## config.mk

```make
export PLATFORM = sky130hd
export DESIGN_NAME = dpram_fifo_ctrl
export DESIGN_NICKNAME = d
export VERILOG_FILES = /design/src/rtl/dpram_fifo_ctrl.sv
export SDC_FILE = /design/constraint.sdc
export NUM_CORES = 1
export LEC_CHECK = 0
export CAP_MARGIN = 10
export CORE_MARGIN = 8
export CORE_UTILIZATION = 39
export CTS_CLUSTER_DIAMETER = 60
export DETAILED_ROUTE_END_ITERATION = 12
export GPL_TIMING_DRIVEN = 0
export PLACE_DENSITY = 0.74
export SYNTH_ARGS = -nofsm -noshare
export SYNTH_HDL_FRONTEND = slang
export SYNTH_SLANG_ARGS = --single-unit
```

## constraint.sdc

```tcl
create_clock -name clk -period 4.5 [get_ports clk]
set_clock_uncertainty 0.1 [all_clocks]
set_input_delay 1.35 -clock clk [delete_from_list [all_inputs] [get_ports clk]]
set_output_delay 1.35 -clock clk [all_outputs]
set_load 0.02 [all_outputs]
```

## src/rtl/dpram_fifo_ctrl.sv

```systemverilog
// rtl/dpram_fifo_ctrl.sv - FIFO controller for an external dual-port SRAM with a FWFT output register
//
// Purpose: turns an upstream valid/ready stream into SRAM writes and prefetches
// the head entry into a one-deep output register, giving a first-word-fall-through
// valid/ready stream downstream. Capacity is DEPTH (SRAM) + 1 (output register).
//
// Ports:
//   clk, rst          clock; synchronous active-high reset
//   flush             synchronous clear of all state (SRAM contents untouched)
//   in_valid/in_ready/in_data     upstream stream
//   out_valid/out_ready/out_data  downstream stream, out_data registered
//   level             entries held (SRAM count + output register)
//   almost_full       level >= AFULL_TH (registered)
//   almost_empty      level <= AEMPTY_TH (registered)
//   ram_wr_en/addr/data  SRAM write port
//   ram_rd_en/addr       SRAM read port request
//   ram_rd_data          SRAM read data, combinational from ram_rd_addr

module dpram_fifo_ctrl #(
  parameter int AW        = 8,
  parameter int DW        = 8,
  parameter int DEPTH     = 1 << AW,
  parameter int AFULL_TH  = DEPTH - 1,
  parameter int AEMPTY_TH = 1
) (
  input  logic          clk,
  input  logic          rst,
  input  logic          flush,
  input  logic          in_valid,
  output logic          in_ready,
  input  logic [DW-1:0] in_data,
  output logic          out_valid,
  input  logic          out_ready,
  output logic [DW-1:0] out_data,
  output logic [AW:0]   level,
  output logic          almost_full,
  output logic          almost_empty,
  output logic          ram_wr_en,
  output logic [AW-1:0] ram_wr_addr,
  output logic [DW-1:0] ram_wr_data,
  output logic          ram_rd_en,
  output logic [AW-1:0] ram_rd_addr,
  input  logic [DW-1:0] ram_rd_data
);

  localparam logic [AW:0]   DEPTH_L  = (AW+1)'(DEPTH);
  localparam logic [AW:0]   AFULL_L  = (AW+1)'(AFULL_TH);
  localparam logic [AW:0]   AEMPTY_L = (AW+1)'(AEMPTY_TH);
  localparam logic [AW-1:0] LAST_PTR = AW'(DEPTH - 1);

  logic [AW-1:0] wr_ptr;
  logic [AW-1:0] rd_ptr;
  logic [AW:0]   ram_cnt;

  logic          push;
  logic          pop;
  logic          refill;
  logic [AW:0]   cnt_nxt;
  logic          ov_nxt;
  logic [AW:0]   level_nxt;

  // Full is judged on the SRAM count alone; a same-cycle refill only frees a
  // slot for the following cycle, which keeps in_ready independent of out_ready.
  assign in_ready = (ram_cnt != DEPTH_L);
  assign push     = in_valid & in_ready;
  assign pop      = out_valid & out_ready;
  assign refill   = (ram_cnt != '0) & (~out_valid | pop);

  assign ram_wr_en   = push;
  assign ram_wr_addr = wr_ptr;
  assign ram_wr_data = in_data;
  assign ram_rd_en   = refill;
  assign ram_rd_addr = rd_ptr;

  always_comb begin
    cnt_nxt = ram_cnt + (AW+1)'(push) - (AW+1)'(refill);
    ov_nxt  = out_valid;
    if (refill) begin
      ov_nxt = 1'b1;
    end else if (pop) begin
      ov_nxt = 1'b0;
    end
    level_nxt = cnt_nxt + (AW+1)'(ov_nxt);
  end

  always_ff @(posedge clk) begin
    if (rst || flush) begin
      wr_ptr       <= '0;
      rd_ptr       <= '0;
      ram_cnt      <= '0;
      out_valid    <= 1'b0;
      out_data     <= '0;
      level        <= '0;
      almost_full  <= 1'b0;
      almost_empty <= 1'b1;
    end else begin
      // Pointers wrap explicitly so DEPTH need not be a power of two.
      if (push) begin
        wr_ptr <= (wr_ptr == LAST_PTR) ? '0 : wr_ptr + AW'(1);
      end
      if (refill) begin
        rd_ptr   <= (rd_ptr == LAST_PTR) ? '0 : rd_ptr + AW'(1);
        out_data <= ram_rd_data;
      end
      ram_cnt      <= cnt_nxt;
      out_valid    <= ov_nxt;
      level        <= level_nxt;
      almost_full  <= (level_nxt >= AFULL_L);
      almost_empty <= (level_nxt <= AEMPTY_L);
    end
  end

endmodule

```

* Yosys cells after proc, flatten, opt, wreduce, memory -nomap -nowiden
Cells that the tools add are included.
** Storage, ports and cells
- Bits in registers :: 45
- Input port bits :: 21
- Output and inout port bits :: 47
- Logic and storage cells :: 29
** Cells by class
- Add/sub/neg operators :: 5
- Magnitude comparators :: 2
- Eq/ne operators :: 3
- Mux-type cells :: 4
- Bitwise gates (word level) :: 5
- Reductions and logical operators :: 2
** Operators with widths (number)
- adder 9 x 1 -> 9 bit :: 2
- adder 8 x 1 -> 8 bit (second input constant) :: 2
- == test 8 bit (second input constant) :: 2
- two-way mux 8 bit :: 2
- >= comparator 9 x 8 -> 1 bit (second input constant) :: 1
- <= comparator 9 x 1 -> 1 bit (second input constant) :: 1
- != test 9 bit (second input constant) :: 1
- nonzero test 9 bit :: 1
- subtractor 9 x 1 -> 9 bit :: 1
- AND 1 bit :: 3
- two-way mux 1 bit :: 2
- logical OR 1 bit :: 1
- inverter 1 bit :: 1
- bitwise OR 1 bit :: 1

* Longest topological paths before layout
- Depth in word-level cells :: 6
- Depth in mapped cells :: 20
- Mapped depth without buffers :: 18

* Least setup slack after synthesis
Ideal clock, no wire load.
- Path kind :: input port to flip-flop
- Start :: input out_ready
- End :: register almost_empty
- Library setup time :: 0.115 ns
- Arrival :: 4.551 ns
- Required time :: 4.285 ns
- Slack :: -0.266 ns
- Stages :: 17
- Buffers on the path :: 3
- Cell sequence :: nand2b_1 nor2b_1 clkbuf_1 buf_2 ha_1 inv_1 ha_1 inv_1 fa_1 inv_1 ha_1 and2_1 and3_1 clkbuf_1 and3_1 a22o_1 a31o_1
** On the way
- Cells in the longest elaborated chain, start to end :: 6
- Elaborated cells on any way between the ends :: 8
- Those cells by class :: add/sub: 2; order compare: 1; mux: 2; bitwise: 3
** Ends and longest elaborated chain
- start, declared :: line 33 : input logic out_ready,
- AND 1 bit :: line 66 : assign pop = out_valid & out_ready;
- bitwise OR 1 bit :: line 67 : assign refill = (ram_cnt != '0) & (~out_valid | pop);
- AND 1 bit :: line 67
- via ram_rd_en :: line 41 : output logic ram_rd_en,
- subtractor 9 x 1 -> 9 bit :: line 76 : cnt_nxt = ram_cnt + (AW+1)'(push) - (AW+1)'(refill);
- via cnt_nxt[1] :: line 58 : logic [AW:0] cnt_nxt;
- adder 9 x 1 -> 9 bit :: line 83 : level_nxt = cnt_nxt + (AW+1)'(ov_nxt);
- <= comparator 9 x 1 -> 1 bit :: line 109 : almost_empty <= (level_nxt <= AEMPTY_L);
- end signal, assigned :: line 109
- end, declared :: line 37 : output logic almost_empty,
The timed path passes the listed nets, and every way through them passes these cells.
A chain may end at the register's enable or synchronous reset.

* Worst setup path in the final report
- Start :: input in_valid
- End :: output ram_wr_en
** On the way
- Cells in the longest elaborated chain, start to end :: 1
** Ends and longest elaborated chain
- start, declared :: line 29 : input logic in_valid,
- AND 1 bit :: line 65 : assign push = in_valid & in_ready;
- end, declared :: line 38 : output logic ram_wr_en,
No other way between the ends.

==> flow_summary.ini <==
[logic_synthesis]
synth_seq_cells = 45
synth_top_area_share_pct = 38.3
synth_top_area_cell = dfxtp_1
muxShareOfSynthArea_pct = 4.69
ys_top_cells_by_area = dfxtp_1 38%, ha_1 8.5%, nor2_1 6.4%, xor2_1 6.0%, mux2i_1 4.7%
synthArstFlopShare_pct = 0
syn_avg_cell_area_um2 = 9.14
syn-cell-area_um2 = 2350
synth_xor_area_share_pct = 11.8
synth_fa_ha_area_share_pct = 9.37
ys.warnings.count = 0
synth_edf_count = 0
synth.distinct_cells = 42
synth_compound_area_share_pct = 7.88
syn_nets = 295
synth-simple-area-share_pct = 22.0
synth_top_family_by_area = simple AND/OR/NAND/NOR gates
netlist_instances = 257
synth_top_flop_cell = dfxtp_1
seq_area_frac_synth_pct = 38.3

[routing]
dr.pass1.iters = 4
wl_per_cell_um = 14.2
drt_wl_total_mm = 5.75
m1WireLength_mm = 2.52
top_layer = met4
route.detailed.drc = 0
via_per_inst = 4.91
ant_nets = 0
drt_iter0_drc = 84
wl_met2_mm = 2.68
route.met3.wl_um = 430
num_vias = 1988

[critical_path]
cp_max_fo = 10
slowest_delay_ns = 0.70
crit_family = buffers and inverters
crit_chain = clkdlybuf4s50_1 > and2_1 > clkdlybuf4s50_1
crit_top_cell = clkdlybuf4s50_1
path_buf_inv = 2
crit_slowest_cell = clkdlybuf4s50_1
end_kind = output port
criticalPathCategory = in2out
arrival_ns = 2.93
cp_data_required_time_ns = 3.05
startpoint_type = input pin

[grt]
grt_pass1_wl_mm = 9.11
grt_use_total_pct = 12.8
antenna_found_initial = 0
grt.overflow.total = 0
grt_max_degree = 16
grt_pass1_vias = 1970

[die]
start_util_pct = 39.9
die_x_um = 93.6
die_y_um = 93.6
core_um2 = 5890
pin_count = 68
std_cell_rows = 28
die-area_um2 = 8760

[power_and_ir_drop]
p_leak_nw = 1.36
power_density_nw_per_um2 = 834
irDropWorstVdd_v = 0.000415

[clock_network]
cts_root_buffer = clkbuf_8
cts.clk_slew.worst_paths_ns = 0.08
cts_tree = built
cts_max_level = 2
cts.path.max_buffers = 2
cts-buffers-inserted = 5
holdBufCountCts = 0
cts_num_sinks = 45
worstSkewPairLatency_ns = 0.30

[sta]
hold_violations = 0
fin_crit_sh_pct = 97.3
max-slew-margin-rel_pct = 54.1
final_max_slew_viol_count = 0
holdWs_ns = 0.396
tightest_slew_ns = 0.685
min_period_ns = 4.38
fmax_ghz = 0.228
setup_viol = 0
finalWorstSetupSlack_ns = 0.120

[cells_and_area]
stdcell_count = 405
seq_area_um2 = 901
n_fill_cell = 531
multi_input_area_um2 = 1410
n_antenna_cell = 0
fin_nets = 367
areaGrowthSynthToFinish_pct = 40.5
layout-drive-gt1-share_pct = 16.1

[placement]
place.gp.congestion = 0.835
io_buffers = 59
hpwl_mm = 4.19
dp.cells = 391
pre_cts_slack_ns = -0.745

[hold_path]
min_path_type = reg2reg

[run]
maxCapViolations = 0

[run_status]
outcome = finished clean
-- power by group --
group,internal [mW],switching (mW),leakage (nW)
clock,0.110,0.145,0.0481
combinational,0.956,1.03,0.942
sequential,0.472,0.0423,0.368
-- cells in the mapped netlist, types with 2 or more instances --
master / count
dfxtp_1: 45
nor2_1: 40
ha_1: 16
xor2_1: 16
inv_1: 13
nand4_1: 12
and2_1: 11
mux2i_1: 11
xnor2_1: 10
nand2_1: 9
buf_4: 8
a21oi_1: 7
and3_1: 7
clkbuf_1: 6
nand2b_1: 4
nand3_1: 4
nor2b_1: 4
o21ai_0: 3
o311a_1: 3
a21oi_2: 2
o22ai_1: 2
o31ai_2: 2
or2_2: 2
xor2_2: 2
-- layer usage --
metal | vias up | GRT usage (%)
li1 | 1003 | -
met1 | 918 | 15.0
met2 | 55 | 21.3
met3 | 12 | 3.77
met4 | 0 | 5.42
met5 | - | 0
-- sequential cells by signal (all words and copies together) (netlist names) --
name	cells
almost_empty	1
almost_full	1
level	9
out_data	8
out_valid	1
ram_cnt	9
ram_rd_addr	8
ram_wr_addr	8
-- logic make-up (layout without fill, tap and decap cells) --
logic type	Yosys count	count (layout)
compound gates	25	25
xor+xnor	29	29
fa+ha+maj	17	17
buf+inv	29	102
flops	45	45
mux	11	11
simple gates	101	101
-- final timing paths --
kind | from | end | slack [ns] | cells after the start
setup reg to reg | ram_cnt[7] | almost_empty | 0.78 | 18
hold / removal | out_data[0] | out_data[0] | 0.40 | 2
hold reg to reg | out_data[0] | out_data[0] | 0.40 | 2
setup / recovery | in_valid | ram_wr_en | 0.12 | 3
-- worst reg2reg max path: stages, from the launching register on --
cell	delay, ns
dfxtp_1	0.36
inv_1	0.07
ha_1	0.18
and2_1	0.17
and4b_1	0.23
nor2b_4	0.16
buf_12	0.11
ha_1	0.21
inv_1	0.06
ha_2	0.16
inv_1	0.05
fa_2	0.55
inv_2	0.06
ha_4	0.17
and2_4	0.15
and3_4	0.20
and3_1	0.18
a22o_1	0.22
a31o_1	0.22
-- layout by cell type, fill, tap and decap left out, types with 3 or more instances in the layout --
| cell | instances |
|---|---|
| xor2_1 | 16 |
| nand3_1 | 4 |
| xnor2_2 | 5 |
| inv_1 | 12 |
| buf_4 | 18 |
| nand2_1 | 9 |
| o21ai_0 | 3 |
| nor2_1 | 40 |
| and3_1 | 5 |
| nand4_1 | 12 |
| dfxtp_1 | 45 |
| nand2b_1 | 3 |
| ha_1 | 14 |
| and2_1 | 10 |
| clkdlybuf4s50_1 | 59 |
| clkbuf_8 | 5 |
| a21oi_1 | 7 |
| xnor2_1 | 6 |
| mux2i_1 | 11 |
-- final cells by class --
| cell class | instances | area share, % |
|---|---|---|
| sequential | 45 | 27.3 |
| multi-input combinational | 183 | 42.7 |
| buffer | 12 | 2.77 |
| tap | 75 | 2.84 |
| timing repair buffer | 69 | 20.2 |
| clock inverter | 3 | 0.682 |
| inverter | 13 | 1.48 |
| clock buffer | 5 | 2.08 |
-- repair_timing --
action / 4_1_cts / 5_1_grt
setup endpoints to repair: 8 / 5
pin swaps: 3 / 3
gates resized for setup: 9 / 11
gates cloned: 0 / 0
buffers inserted: 7 / 3
-- per-stage QoR --
stage / setup TNS (ns) / power, mW / instance area (um2) / utilization (%)
2_1_floorplan: 0 / 1.73 / 2370 / -
3_3_place_gp: -3.81 / 2.09 / 3050 / 51.8
3_5_place_dp: -4.00 / 2.11 / 3050 / 51.8
4_1_cts: 0 / 2.56 / 3220 / 54.7
5_1_grt: -0.00325 / 2.96 / 3300 / 56.1
6_report: 0 / 2.75 / 3300 / 56.1
(Power assumes the default switching activity.)
